==> config.mk <==
export PLATFORM = sky130hd
export DESIGN_NAME = lsq_rs_param_flat
export DESIGN_NICKNAME = d
export VERILOG_FILES = /design/src/rtl/lsq_rs_param_if.sv /design/src/rtl/lsq_rs_param.sv /design/src/flat_wrapper.sv
export SDC_FILE = /design/constraint.sdc
export NUM_CORES = 2
export LEC_CHECK = 0
export BUFFER_PORTS_ARGS = -buffer_cell sky130_fd_sc_hd__buf_2
export CORE_MARGIN = 4
export CORE_UTILIZATION = 50
export DETAILED_ROUTE_END_ITERATION = 6
export GPL_TIMING_DRIVEN = 0
export PLACE_DENSITY = 0.73
export REMOVE_ABC_BUFFERS = 1
export SYNTH_ARGS = -nofsm -noshare
export SYNTH_HDL_FRONTEND = slang
export SYNTH_SLANG_ARGS = --single-unit
==> constraint.sdc <==
create_clock -name clk -period 45.4 [get_ports clk]
set_input_delay 9.08 -clock clk [delete_from_list [all_inputs] [get_ports clk]]
set_output_delay 9.08 -clock clk [all_outputs]
set_load 0.02 [all_outputs]
==> src/rtl/lsq_rs_param_if.sv <==
// Dispatch, wakeup, commit, data-cache and result signals of the load/store reservation station.
// master = surrounding pipeline / memory, slave = the station itself.
interface lsq_rs_param_if #(
  parameter int unsigned TAG_W = 3
);
  logic             flush;
  logic             disp_valid;
  logic             disp_ready;
  logic             disp_is_store;
  logic [2:0]       disp_funct;
  logic [31:0]      disp_Vj;
  logic [31:0]      disp_Vk;
  logic [31:0]      disp_A;
  logic [TAG_W-1:0] disp_Qj;
  logic [TAG_W-1:0] disp_Qk;
  logic [TAG_W-1:0] disp_dest;
  logic             cdb_valid;
  logic [TAG_W-1:0] cdb_tag;
  logic [31:0]      cdb_val;
  logic             store_commit;
  logic             mem_read;
  logic [31:0]      mem_address;
  logic             mem_resp;
  logic [31:0]      mem_rdata;
  logic             ld_valid;
  logic [TAG_W-1:0] ld_tag;
  logic [31:0]      ld_val;
  logic             st_valid;
  logic [TAG_W-1:0] st_tag;
  logic [31:0]      st_addr;
  logic [31:0]      st_data;

  modport master (
    output flush, disp_valid, disp_is_store, disp_funct, disp_Vj, disp_Vk, disp_A,
    output disp_Qj, disp_Qk, disp_dest, cdb_valid, cdb_tag, cdb_val, store_commit,
    output mem_resp, mem_rdata,
    input  disp_ready, mem_read, mem_address, ld_valid, ld_tag, ld_val,
    input  st_valid, st_tag, st_addr, st_data
  );

  modport slave (
    input  flush, disp_valid, disp_is_store, disp_funct, disp_Vj, disp_Vk, disp_A,
    input  disp_Qj, disp_Qk, disp_dest, cdb_valid, cdb_tag, cdb_val, store_commit,
    input  mem_resp, mem_rdata,
    output disp_ready, mem_read, mem_address, ld_valid, ld_tag, ld_val,
    output st_valid, st_tag, st_addr, st_data
  );
endinterface

==> src/rtl/lsq_rs_param.sv <==
// Load/store reservation station: tracks operands of in-flight memory ops, resolves stores to
// the ROB and issues loads (oldest eligible first) to the data cache one at a time.
module lsq_rs_param #(
  parameter int unsigned NUM_ENTRIES = 4,
  parameter int unsigned TAG_W       = 3,
  parameter int unsigned MAX_STORES  = 8
) (
  input logic           clk,
  input logic           rst,
  lsq_rs_param_if.slave bus
);
  localparam int unsigned IDX_W = (NUM_ENTRIES > 1) ? $clog2(NUM_ENTRIES) : 1;
  localparam int unsigned CNT_W = $clog2(MAX_STORES + 1);
  // Wide enough that live entries never span half the sequence space.
  localparam int unsigned SEQ_W = 8;

  typedef enum logic [1:0] {StIdle, StReq, StDrain} ld_state_e;

  ld_state_e state_q, state_d;

  logic [NUM_ENTRIES-1:0] busy_q, is_store_q;
  logic [2:0]             funct_q [NUM_ENTRIES];
  logic [31:0]            vj_q    [NUM_ENTRIES];
  logic [31:0]            vk_q    [NUM_ENTRIES];
  logic [31:0]            a_q     [NUM_ENTRIES];
  logic [TAG_W-1:0]       qj_q    [NUM_ENTRIES];
  logic [TAG_W-1:0]       qk_q    [NUM_ENTRIES];
  logic [TAG_W-1:0]       dest_q  [NUM_ENTRIES];
  logic [CNT_W-1:0]       sb_q    [NUM_ENTRIES];
  logic [SEQ_W-1:0]       seq_q   [NUM_ENTRIES];
  logic [CNT_W-1:0]       store_cnt_q;
  logic [SEQ_W-1:0]       seq_ctr_q;

  logic [IDX_W-1:0] ld_slot_q;
  logic [1:0]       ld_off_q;
  logic [2:0]       ld_funct_q;
  logic [TAG_W-1:0] ld_dest_q;
  logic [31:0]      mem_address_q;

  logic             ld_valid_q, st_valid_q;
  logic [TAG_W-1:0] ld_tag_q, st_tag_q;
  logic [31:0]      ld_val_q, st_addr_q, st_data_q;

  logic             alloc_found, disp_fire, disp_hit_j, disp_hit_k;
  logic [IDX_W-1:0] alloc_idx, st_idx, ld_idx;
  logic             st_found, ld_found, issue, ld_done;
  logic [SEQ_W-1:0] ld_seq;
  logic [CNT_W-1:0] sb_new;
  logic [NUM_ENTRIES-1:0] hit_j, hit_k, free_vec;
  logic [31:0]      ld_ea, ld_ext, rdata_shift;

  function automatic logic seq_older(logic [SEQ_W-1:0] a, logic [SEQ_W-1:0] b);
    logic [SEQ_W-1:0] d;
    d = a - b;
    return d[SEQ_W-1];
  endfunction

  // Entry selection: lowest free slot, lowest resolved store, oldest eligible load.
  always_comb begin
    alloc_found = 1'b0;
    alloc_idx   = '0;
    st_found    = 1'b0;
    st_idx      = '0;
    ld_found    = 1'b0;
    ld_idx      = '0;
    ld_seq      = '0;
    for (int i = 0; i < int'(NUM_ENTRIES); i++) begin
      if (!alloc_found && !busy_q[i]) begin
        alloc_found = 1'b1;
        alloc_idx   = IDX_W'(i);
      end
      if (!st_found && busy_q[i] && is_store_q[i] && qj_q[i] == '0 && qk_q[i] == '0) begin
        st_found = 1'b1;
        st_idx   = IDX_W'(i);
      end
      if (busy_q[i] && !is_store_q[i] && qj_q[i] == '0 && sb_q[i] == '0) begin
        if (!ld_found || seq_older(seq_q[i], ld_seq)) begin
          ld_found = 1'b1;
          ld_idx   = IDX_W'(i);
          ld_seq   = seq_q[i];
        end
      end
    end
  end

  // Wakeup matches against the result bus, for resident entries and the incoming dispatch.
  always_comb begin
    hit_j = '0;
    hit_k = '0;
    for (int i = 0; i < int'(NUM_ENTRIES); i++) begin
      hit_j[i] = bus.cdb_valid && (qj_q[i] != '0) && (qj_q[i] == bus.cdb_tag);
      hit_k[i] = bus.cdb_valid && (qk_q[i] != '0) && (qk_q[i] == bus.cdb_tag);
    end
    disp_hit_j = bus.cdb_valid && (bus.disp_Qj != '0) && (bus.disp_Qj == bus.cdb_tag);
    disp_hit_k = bus.cdb_valid && (bus.disp_Qk != '0) && (bus.disp_Qk == bus.cdb_tag);
  end

  assign bus.disp_ready = alloc_found && (state_q != StDrain);
  assign disp_fire      = bus.disp_valid && bus.disp_ready && !bus.flush;
  // A commit in the dispatch cycle already retires one of the stores counted here.
  assign sb_new = (bus.store_commit && store_cnt_q != '0) ? store_cnt_q - 1'b1 : store_cnt_q;
  assign ld_ea  = vj_q[ld_idx] + a_q[ld_idx];

  // Slots released this cycle: resolved store and completed load.
  always_comb begin
    free_vec = '0;
    if (st_found) free_vec[st_idx] = 1'b1;
    if (ld_done) free_vec[ld_slot_q] = 1'b1;
  end

  // Entry array: allocation, operand wakeup, store_before tracking and frees.
  always_ff @(posedge clk or posedge rst) begin
    if (rst) begin
      busy_q     <= '0;
      is_store_q <= '0;
      for (int i = 0; i < int'(NUM_ENTRIES); i++) begin
        funct_q[i] <= '0;
        vj_q[i]    <= '0;
        vk_q[i]    <= '0;
        a_q[i]     <= '0;
        qj_q[i]    <= '0;
        qk_q[i]    <= '0;
        dest_q[i]  <= '0;
        sb_q[i]    <= '0;
        seq_q[i]   <= '0;
      end
    end else begin
      for (int i = 0; i < int'(NUM_ENTRIES); i++) begin
        if (bus.flush) begin
          busy_q[i] <= 1'b0;
          qj_q[i]   <= '0;
          qk_q[i]   <= '0;
        end else if (disp_fire && (alloc_idx == IDX_W'(i))) begin
          busy_q[i]     <= 1'b1;
          is_store_q[i] <= bus.disp_is_store;
          funct_q[i]    <= bus.disp_funct;
          a_q[i]        <= bus.disp_A;
          dest_q[i]     <= bus.disp_dest;
          sb_q[i]       <= sb_new;
          seq_q[i]      <= seq_ctr_q;
          qj_q[i]       <= disp_hit_j ? '0 : bus.disp_Qj;
          vj_q[i]       <= disp_hit_j ? bus.cdb_val : bus.disp_Vj;
          qk_q[i]       <= disp_hit_k ? '0 : bus.disp_Qk;
          vk_q[i]       <= disp_hit_k ? bus.cdb_val : bus.disp_Vk;
        end else if (busy_q[i]) begin
          if (free_vec[i]) busy_q[i] <= 1'b0;
          if (hit_j[i]) begin
            qj_q[i] <= '0;
            vj_q[i] <= bus.cdb_val;
          end
          if (hit_k[i]) begin
            qk_q[i] <= '0;
            vk_q[i] <= bus.cdb_val;
          end
          if (bus.store_commit && !is_store_q[i] && sb_q[i] != '0) sb_q[i] <= sb_q[i] - 1'b1;
        end
      end
    end
  end

  // Outstanding-store count (saturating) and allocation sequence counter.
  always_ff @(posedge clk or posedge rst) begin
    if (rst) begin
      store_cnt_q <= '0;
      seq_ctr_q   <= '0;
    end else begin
      if (disp_fire) seq_ctr_q <= seq_ctr_q + 1'b1;
      if (bus.flush) begin
        store_cnt_q <= '0;
      end else if (disp_fire && bus.disp_is_store && !bus.store_commit) begin
        if (store_cnt_q != CNT_W'(MAX_STORES)) store_cnt_q <= store_cnt_q + 1'b1;
      end else if (bus.store_commit && !(disp_fire && bus.disp_is_store)) begin
        if (store_cnt_q != '0) store_cnt_q <= store_cnt_q - 1'b1;
      end
    end
  end

  // Load FSM next state: issue from IDLE, complete or squash in REQ, wait out the reply in DRAIN.
  always_comb begin
    state_d = state_q;
    issue   = 1'b0;
    ld_done = 1'b0;
    case (state_q)
      StIdle: begin
        if (!bus.flush && ld_found) begin
          state_d = StReq;
          issue   = 1'b1;
        end
      end
      StReq: begin
        if (bus.flush) begin
          state_d = bus.mem_resp ? StIdle : StDrain;
        end else if (bus.mem_resp) begin
          state_d = StIdle;
          ld_done = 1'b1;
        end
      end
      StDrain: begin
        if (bus.mem_resp) state_d = StIdle;
      end
      default: state_d = StIdle;
    endcase
  end

  // Load FSM state and the latched request context.
  always_ff @(posedge clk or posedge rst) begin
    if (rst) begin
      state_q       <= StIdle;
      ld_slot_q     <= '0;
      ld_off_q      <= '0;
      ld_funct_q    <= '0;
      ld_dest_q     <= '0;
      mem_address_q <= '0;
    end else begin
      state_q <= state_d;
      if (issue) begin
        ld_slot_q     <= ld_idx;
        ld_off_q      <= ld_ea[1:0];
        ld_funct_q    <= funct_q[ld_idx];
        ld_dest_q     <= dest_q[ld_idx];
        mem_address_q <= {ld_ea[31:2], 2'b00};
      end
    end
  end

  assign bus.mem_read    = (state_q != StIdle);
  assign bus.mem_address = mem_address_q;

  // Byte/halfword extraction of the returned word.
  always_comb begin
    rdata_shift = bus.mem_rdata >> {ld_off_q, 3'b000};
    case (ld_funct_q)
      3'b000:  ld_ext = {{24{rdata_shift[7]}}, rdata_shift[7:0]};
      3'b001:  ld_ext = {{16{rdata_shift[15]}}, rdata_shift[15:0]};
      3'b100:  ld_ext = {24'b0, rdata_shift[7:0]};
      3'b101:  ld_ext = {16'b0, rdata_shift[15:0]};
      default: ld_ext = bus.mem_rdata;
    endcase
  end

  // Registered load result and resolved-store record.
  always_ff @(posedge clk or posedge rst) begin
    if (rst) begin
      ld_valid_q <= 1'b0;
      ld_tag_q   <= '0;
      ld_val_q   <= '0;
      st_valid_q <= 1'b0;
      st_tag_q   <= '0;
      st_addr_q  <= '0;
      st_data_q  <= '0;
    end else begin
      ld_valid_q <= ld_done;
      if (ld_done) begin
        ld_tag_q <= ld_dest_q;
        ld_val_q <= ld_ext;
      end
      st_valid_q <= st_found && !bus.flush;
      if (st_found && !bus.flush) begin
        st_tag_q  <= dest_q[st_idx];
        st_addr_q <= vj_q[st_idx] + a_q[st_idx];
        st_data_q <= vk_q[st_idx];
      end
    end
  end

  assign bus.ld_valid = ld_valid_q;
  assign bus.ld_tag   = ld_tag_q;
  assign bus.ld_val   = ld_val_q;
  assign bus.st_valid = st_valid_q;
  assign bus.st_tag   = st_tag_q;
  assign bus.st_addr  = st_addr_q;
  assign bus.st_data  = st_data_q;
endmodule
==> src/flat_wrapper.sv <==
// flat-port wrapper written by rule: the top's interface ports become plain ports
module lsq_rs_param_flat 
#(
  parameter int unsigned NUM_ENTRIES = 4,
  parameter int unsigned TAG_W       = 3,
  parameter int unsigned MAX_STORES  = 8
)
  (clk, rst, bus_flush, bus_disp_valid, bus_disp_is_store, bus_disp_funct, bus_disp_Vj, bus_disp_Vk, bus_disp_A, bus_disp_Qj, bus_disp_Qk, bus_disp_dest, bus_cdb_valid, bus_cdb_tag, bus_cdb_val, bus_store_commit, bus_mem_resp, bus_mem_rdata, bus_disp_ready, bus_mem_read, bus_mem_address, bus_ld_valid, bus_ld_tag, bus_ld_val, bus_st_valid, bus_st_tag, bus_st_addr, bus_st_data);
  lsq_rs_param_if #(.TAG_W(TAG_W)) bus_i ();
  input logic clk;
  input logic rst;
  input wire logic [$bits(bus_i.flush)-1:0] bus_flush;
  input wire logic [$bits(bus_i.disp_valid)-1:0] bus_disp_valid;
  input wire logic [$bits(bus_i.disp_is_store)-1:0] bus_disp_is_store;
  input wire logic [$bits(bus_i.disp_funct)-1:0] bus_disp_funct;
  input wire logic [$bits(bus_i.disp_Vj)-1:0] bus_disp_Vj;
  input wire logic [$bits(bus_i.disp_Vk)-1:0] bus_disp_Vk;
  input wire logic [$bits(bus_i.disp_A)-1:0] bus_disp_A;
  input wire logic [$bits(bus_i.disp_Qj)-1:0] bus_disp_Qj;
  input wire logic [$bits(bus_i.disp_Qk)-1:0] bus_disp_Qk;
  input wire logic [$bits(bus_i.disp_dest)-1:0] bus_disp_dest;
  input wire logic [$bits(bus_i.cdb_valid)-1:0] bus_cdb_valid;
  input wire logic [$bits(bus_i.cdb_tag)-1:0] bus_cdb_tag;
  input wire logic [$bits(bus_i.cdb_val)-1:0] bus_cdb_val;
  input wire logic [$bits(bus_i.store_commit)-1:0] bus_store_commit;
  input wire logic [$bits(bus_i.mem_resp)-1:0] bus_mem_resp;
  input wire logic [$bits(bus_i.mem_rdata)-1:0] bus_mem_rdata;
  output wire logic [$bits(bus_i.disp_ready)-1:0] bus_disp_ready;
  output wire logic [$bits(bus_i.mem_read)-1:0] bus_mem_read;
  output wire logic [$bits(bus_i.mem_address)-1:0] bus_mem_address;
  output wire logic [$bits(bus_i.ld_valid)-1:0] bus_ld_valid;
  output wire logic [$bits(bus_i.ld_tag)-1:0] bus_ld_tag;
  output wire logic [$bits(bus_i.ld_val)-1:0] bus_ld_val;
  output wire logic [$bits(bus_i.st_valid)-1:0] bus_st_valid;
  output wire logic [$bits(bus_i.st_tag)-1:0] bus_st_tag;
  output wire logic [$bits(bus_i.st_addr)-1:0] bus_st_addr;
  output wire logic [$bits(bus_i.st_data)-1:0] bus_st_data;
  assign bus_i.flush = bus_flush;
  assign bus_i.disp_valid = bus_disp_valid;
  assign bus_i.disp_is_store = bus_disp_is_store;
  assign bus_i.disp_funct = bus_disp_funct;
  assign bus_i.disp_Vj = bus_disp_Vj;
  assign bus_i.disp_Vk = bus_disp_Vk;
  assign bus_i.disp_A = bus_disp_A;
  assign bus_i.disp_Qj = bus_disp_Qj;
  assign bus_i.disp_Qk = bus_disp_Qk;
  assign bus_i.disp_dest = bus_disp_dest;
  assign bus_i.cdb_valid = bus_cdb_valid;
  assign bus_i.cdb_tag = bus_cdb_tag;
  assign bus_i.cdb_val = bus_cdb_val;
  assign bus_i.store_commit = bus_store_commit;
  assign bus_i.mem_resp = bus_mem_resp;
  assign bus_i.mem_rdata = bus_mem_rdata;
  assign bus_disp_ready = bus_i.disp_ready;
  assign bus_mem_read = bus_i.mem_read;
  assign bus_mem_address = bus_i.mem_address;
  assign bus_ld_valid = bus_i.ld_valid;
  assign bus_ld_tag = bus_i.ld_tag;
  assign bus_ld_val = bus_i.ld_val;
  assign bus_st_valid = bus_i.st_valid;
  assign bus_st_tag = bus_i.st_tag;
  assign bus_st_addr = bus_i.st_addr;
  assign bus_st_data = bus_i.st_data;
  lsq_rs_param #(.NUM_ENTRIES(NUM_ENTRIES), .TAG_W(TAG_W), .MAX_STORES(MAX_STORES)) u_core (.clk(clk), .rst(rst), .bus(bus_i));
endmodule
Word level (Yosys, flattened, before mapping)
Cells that the tools add are included.
W data, S select, Z words.
{"block": "totals", "output_inout_bits": 138, "regBits": 646, "inputBits": 183}
{"block": "classes", "n_mux": 167, "n_eq_ne": 22, "order_cmp": 6, "shifts": 1, "reduce_logical": 180, "addsub": 12, "n_bitwise": 4}
{"operator": "$mux W32", "count": 36}
{"operator": "$bmux W32 S2", "count": 5}
{"operator": "$pmux W32 S4", "count": 1}
{"operator": "$mux W3", "count": 40}
{"operator": "$mux W4", "count": 20}
{"operator": "$logic_and A1 B1 Y1", "count": 73}
{"operator": "$reduce_bool A3 Y1", "count": 24}
{"operator": "$add A32 B32 Y32", "count": 2}
{"operator": "$mux W1", "count": 41}
{"operator": "$mux W8", "count": 5}
{"operator": "$reduce_and A3 Y1", "count": 13}
{"operator": "$reduce_bool A2 Y1", "count": 17}
{"operator": "$shr A32 B5 Y16", "count": 1}
{"operator": "$eq A3 B3 Y1", "count": 10}
{"operator": "$logic_not A3 Y1", "count": 9}
{"operator": "$mux W2", "count": 13}
{"operator": "$reduce_and A2 Y1", "count": 12}
{"operator": "$sub A8 B8 Y8", "count": 3}
{"operator": "$reduce_bool A4 Y1", "count": 5}
{"operator": "$sub A4 B1 Y4 const B", "count": 5}
{"operator": "$bmux W3 S2", "count": 3}
{"operator": "$logic_not A1 Y1", "count": 18}
{"operator": "$logic_not A4 Y1", "count": 4}
{"operator": "$add A8 B1 Y8 const B", "count": 1}
{"operator": "19 further kinds", "count": 31}

Logic depth before layout (Yosys ltp)
{"block": "logic_depth", "ltp_word": 33, "depth_mapped": 60}

Least setup slack after synthesis
OpenSTA, ideal clock, no wires.
{"block": "synth_path", "kind": "register to register", "startpoint": "register u_core.sb_q[12] in the netlist's numbering", "endpoint": "register u_core.mem_address_q[30] (netlist: u_core.bus.mem_address[30])", "required_ns": 45.267, "setup_time_ns": 0.133, "stages_incl_launch_ff": 60, "setup_slack_ns": 33.976, "period_less_slack_ns": 11.424, "n_path_buf": 10, "t_arrival_ns": 11.291, "path_cell_list": "dfrtp_1 -> inv_1 -> ha_1 -> nor4b_4 -> and2_1 -> clkbuf_1 -> nand2_1 -> ha_1 -> and4_1 -> and3_1 -> a211oi_2 -> o21ai_0 -> o31a_1 -> a21oi_1 -> clkbuf_1 -> clkbuf_1 -> clkbuf_1 -> nor2_1 -> (+24 left out) -> buf_4 -> nand2_1 -> o21ai_0 -> ha_1 -> fa_1 -> a21o_1 -> a21o_1 -> a21o_1 -> a21o_1 -> a21oi_1 -> o311ai_0 -> a31oi_1 -> o21ai_0 -> a21oi_1 -> o311ai_0 -> a31oi_1 -> xor2_1 -> o21ai_0"}
{"block": "synth_via", "elab_chain_cells": 20}
{"element": "from (decl)", "line": "lsq_rs_param.sv:29", "source": "logic [CNT_W-1:0] sb_q [NUM_ENTRIES];"}
{"element": "from (signal, indexed assignment)", "line": "lsq_rs_param.sv:139", "source": "sb_q[i] <= sb_new;"}
{"element": "$logic_not A4 Y1 *", "line": "lsq_rs_param.sv:76", "source": "if (busy_q[i] && !is_store_q[i] && qj_q[i] == '0 && sb_q[i] == '0) begin"}
{"element": "$logic_and A1 B1 Y1 *", "line": "lsq_rs_param.sv:76"}
{"element": "$mux W8 / $mux W1 (equally long branches)", "line": "lsq_rs_param.sv:76"}
{"element": "$sub A8 B8 Y8 / $logic_not A1 Y1 (equally long branches)", "line": "lsq_rs_param.sv:54, lsq_rs_param.sv:77"}
{"element": "$logic_or A1 B1 Y1", "line": "lsq_rs_param.sv:77", "source": "if (!ld_found || seq_older(seq_q[i], ld_seq)) begin"}
{"element": "$mux W8 / $mux W1 (equally long branches)", "line": "lsq_rs_param.sv:77"}
{"element": "$mux W8 / $mux W1 (equally long branches)", "line": "lsq_rs_param.sv:76"}
{"element": "$sub A8 B8 Y8 / $logic_not A1 Y1 (equally long branches)", "line": "lsq_rs_param.sv:54, lsq_rs_param.sv:77"}
{"element": "(+3 left out)"}
{"element": "$sub A8 B8 Y8 / $logic_not A1 Y1 (equally long branches)", "line": "lsq_rs_param.sv:54, lsq_rs_param.sv:77"}
{"element": "$logic_or A1 B1 Y1", "line": "lsq_rs_param.sv:77"}
{"element": "$mux W2", "line": "lsq_rs_param.sv:77"}
{"element": "$mux W2", "line": "lsq_rs_param.sv:76"}
{"element": "$not A2 Y3 (not written as such)", "line": "lsq_rs_param.sv:102", "source": "assign ld_ea = vj_q[ld_idx] + a_q[ld_idx];"}
{"element": "$bmux W32 S2", "line": "lsq_rs_param.sv:102"}
{"element": "$mux W32 (not written as such) (2 in a row)", "line": "lsq_rs_param.sv:102"}
{"element": "$add A32 B32 Y32", "line": "lsq_rs_param.sv:102"}
{"element": "to (signal assigned)", "line": "lsq_rs_param.sv:221", "source": "mem_address_q <= {ld_ea[31:2], 2'b00};"}
{"element": "to (decl)", "line": "lsq_rs_param.sv:38", "source": "logic [31:0] mem_address_q;"}
Mark *: on every way between the ends. The rest lies on a longest branch, timed or not. The select of a mux whose other input is x is not followed.
A chain may end at the register's enable or synchronous reset.

Final worst setup path
{"block": "layout_path", "startpoint": "register u_core.busy_q[0]", "endpoint": "register u_core.mem_address_q[30] (netlist: u_core.bus.mem_address[30])"}
{"block": "layout_via", "elab_chain_cells": 21}
{"element": "from (decl)", "line": "lsq_rs_param.sv:21", "source": "logic [NUM_ENTRIES-1:0] busy_q, is_store_q;"}
{"element": "from (signal assigned)", "line": "lsq_rs_param.sv:114", "source": "busy_q <= '0;"}
{"element": "from (signal, indexed assignment)", "line": "lsq_rs_param.sv:130", "source": "busy_q[i] <= 1'b0;"}
{"element": "from (signal, indexed assignment)", "line": "lsq_rs_param.sv:134", "source": "busy_q[i] <= 1'b1;"}
{"element": "$logic_and A1 B1 Y1 * (3 in a row)", "line": "lsq_rs_param.sv:76"}
{"element": "$mux W8 / $mux W1 (equally long branches)", "line": "lsq_rs_param.sv:76"}
{"element": "$sub A8 B8 Y8 / $logic_not A1 Y1 (equally long branches)", "line": "lsq_rs_param.sv:54, lsq_rs_param.sv:77"}
{"element": "$logic_or A1 B1 Y1", "line": "lsq_rs_param.sv:77"}
{"element": "$mux W8 / $mux W1 (equally long branches)", "line": "lsq_rs_param.sv:77"}
{"element": "$mux W8 / $mux W1 (equally long branches)", "line": "lsq_rs_param.sv:76"}
{"element": "$sub A8 B8 Y8 / $logic_not A1 Y1 (equally long branches)", "line": "lsq_rs_param.sv:54, lsq_rs_param.sv:77"}
{"element": "$logic_or A1 B1 Y1", "line": "lsq_rs_param.sv:77"}
{"element": "(+2 left out)"}
{"element": "$sub A8 B8 Y8 / $logic_not A1 Y1 (equally long branches)", "line": "lsq_rs_param.sv:54, lsq_rs_param.sv:77"}
{"element": "$logic_or A1 B1 Y1", "line": "lsq_rs_param.sv:77"}
{"element": "$mux W2", "line": "lsq_rs_param.sv:77"}
{"element": "$mux W2", "line": "lsq_rs_param.sv:76"}
{"element": "$not A2 Y3 (not written as such)", "line": "lsq_rs_param.sv:102"}
{"element": "$bmux W32 S2", "line": "lsq_rs_param.sv:102"}
{"element": "$mux W32 (not written as such) (2 in a row)", "line": "lsq_rs_param.sv:102"}
{"element": "$add A32 B32 Y32", "line": "lsq_rs_param.sv:102"}
Marks and branches as above.

==> results.toml <==
[timing]
fmax_ghz = 0.0710
rsz0062_at_grt = "no"
skew_ns = 0.0313
worst_pin_slew_ns = 1.44
post-route-period-util_pct = 31.0
relSlewSlack_pct = 3.46
setup_viol = 0
finalMaxSlewViolations = 0
fin_crit_ns = 14.09
tns_ns = 0
hold_viol_final = 0

[synth]
synth_top_area_share_pct = 46.1
ys_ff_latch = 646
yosysSeqAreaShare_pct = 46.1
yosysWarnings = 0
synth_edf_count = 0
async_reset_ff_share_pct = 100
synth_cell_types = 84
synth.area.top_cells = "dfrtp_1 46%, nand2_1 11%, nor2_1 7.3%"
netlist_area_sq_mm = 0.0351
avgSynthCellArea_sq_um = 8.20
synth_top_area_cell = "dfrtp_1"
synthFlopType = "dfrtp_1"
synth_cells = 4279

[critical_path]
cp_data_arrival_time_ns = 14.57
critPathTopFamily = "compound AO/OA/AOI/OAI gates"
crit_fanout = 69
worst_path_max_delay_cell = "o311ai_0"
path_common_cell = "a21o_1"
end_kind = "flop"
worstSetupPathType = "reg -> reg"
startpoint_type = "flop"
required_ns = 45.89
path_buf_inv = 2
slowest_delay_ns = 0.86

[power]
p_int_mw = 1.30
seq_power_share_pct = 39.7
leakagePower_nw = 20.0
power_density_mw_per_mm2 = 50.1
pwr-share-clk_pct = 29.4
peakVddDrop_v = 0.0000383
p_comb_share_pct = 30.9
swShare_pct = 36.5
switchingPower_mw = 0.748

[floorplanning]
initial_core_util_pct = 50.8
rows = 96
dieArea_sq_mm = 0.0744
die_w_um = 273
die_y_um = 273
core_area_sq_mm = 0.0691
io_pins = 321

[clock_network]
cts_buffer_depth = 3
clockRootBuffer = "clkbuf_16"
cts_hold_buf = 0
insertion_delay_ns = 0.63
cts_resized = 0
clock-sinks = 646
cts_tree = "yes"
post_cts_buffers = 0
cts_buffers = 71
clk_pin_slew_ns = 0.06
cts_htree_levels = 3

[route]
finalWirelength_um = 118000
drc = 0
routedWlPerCell_um = 21.7
vias_per_cell = 6.07
dr.first_iter.drc_count = 4220
vias = 33200
ant_nets = 0
first_pass_iters = 6

[global_route]
grt_pass1_vias = 31900
track_usage_pct = 31.0
grt_max_degree = 128
overflow = 0
antenna_found_initial = 39
grt_pass1_wl_um = 182000

[worst_hold_path]
hold_class = "reg -> reg"

[placement]
place_area_sq_mm = 0.0385
io_buffers = 318
place_hpwl_um = 79100
place_congestion = 0.918

[cells_and_area]
area_growth_pct = 16.8
final_common_cell = "nand2_1"
stdcell_area_sq_mm = 0.0410
drive_gt1_share_pct = 13.1
nNetsFinal = 4725
mostFrequentLayoutCells = "982 x nand2_1, 678 x nor2_1, 645 x dfrtp_1, 328 x o21ai_0, 318 x buf_2"

[outcome]
outcome = "complete, no violations"

[flow_run]
cap_viol_max_count = 0
[state kept, by name, summed over array words and instances, names as in the netlist, 4 cells and up]
signal                  flops
u_core.vk_q               128
u_core.bus.mem_address     30
u_core.bus.st_data         32
u_core.a_q                128
u_core.is_store_q           4
u_core.bus.st_addr         32
u_core.busy_q               4
u_core.seq_q               32
u_core.vj_q               128
u_core.funct_q             12
u_core.store_cnt_q          4
u_core.qk_q                12
u_core.dest_q              12
u_core.bus.ld_val          32
u_core.qj_q                12
u_core.sb_q                16
u_core.seq_ctr_q            8
[power by group through the flow]
stage	clock [mW]	sequential, mW	combinational, mW
floorplan	0	0.859	0.357
finish	0.603	0.814	0.635
global route	0.633	0.829	0.699
global placement	0	0.818	0.604
CTS	0.609	0.810	0.628
detailed placement	0	0.818	0.623
[layer usage]
metal  vias up  wire [um]  part of all wire [%]  global-route usage [%]
met5         -         65                 0.055                       0
met4        12       5460                   4.6                    15.3
met3       367      12500                    11                    6.83
met2      1842      53600                    45                    48.4
met1     15800      46700                    40                    41.1
li1      15100          -                     -                       -
[worst paths after layout]
kind	from	endpoint	slack [ns]	cells after the start
worst max register to register	u_core.busy_q[0]	u_core.bus.mem_address[30]	31.31	48
max in group asynchronous	rst	u_core.a_q[90]	35.14	4
worst min-delay path	u_core.bus.ld_tag[1]	u_core.bus.ld_tag[1]	0.47	2
worst min register to register	u_core.bus.ld_tag[1]	u_core.bus.ld_tag[1]	0.47	2
min in group asynchronous	rst	u_core.bus.st_addr[2]	8.53	2
worst max-delay path	u_core.busy_q[0]	u_core.bus.mem_address[30]	31.31	48
[final cells by class]
type	count	area, sq um
antenna	32	80.1
clock buffer	100	2130
clock inverter	22	282
fill	5978	28100
inverter	39	154
multi-input combinational	3288	17900
sequential	646	16200
tap	931	1160
timing repair buffer	402	3100
[metrics by stage]
stage / total power [mW] / std cells / hold slack [ns] / utilization [%] / setup WS, ns
after global placement: 1.42 / 5222 / 0.447 / 53.0 / 10.67
after floorplan: 1.22 / 3973 / 0.439 / - / 18.22
after global routing: 2.16 / 5448 / 0.490 / 59.3 / 30.29
after detailed placement: 1.44 / 5306 / 0.452 / 55.7 / 31.80
final: 2.05 / 5460 / 0.468 / 59.3 / 31.31
after CTS: 2.05 / 5428 / 0.473 / 59.2 / 31.71
[synthesized netlist by cell type (all sizes together), types with 5 or more instances]
library cell and count:
a221oi 16, a31oi 32, clkbuf 276, xor2 37, a22o 38, or3 13
o311ai 6, nand4 11, nand2b 21, ha 92, o21a 12, nor3 97
and3 11, nor2b 15, o21ai 338, inv 39, buf 31, dfrtp 646
a21oi 189, nor2 679, o31ai 15, a211oi 14, nand3 31, nor4 6
o22ai 264, mux2i 147, xnor2 50, o2111ai 5, nand2 989, mux2 6
o211ai 10, a21o 30, and2 8, nor3b 21, o21bai 12
[cells by family (layout without fill, tap and decap cells)]
kind of cell / after synthesis / after routing / share of synthesized area, %
AO/OA/AOI/OAI: 1025 / 1025 / 17.6
XOR/XNOR: 87 / 87 / 2.23
adder cells (fa/ha/maj): 94 / 94 / 3.40
buffers and inverters: 346 / 563 / 3.83
flip-flops: 646 / 646 / 46.1
multiplexers: 153 / 153 / 4.42
other: 1 / 34 / 0.0107
AND/OR/NAND/NOR: 1927 / 1927 / 22.4
[worst min-delay path, delay by kind of cell, from the launching register on]
family	cells	cell delay [ns]
flip-flops	1	0.33
AND/OR/NAND/NOR	2	0.11
Note: power is estimated with default switching activity, not from simulation.
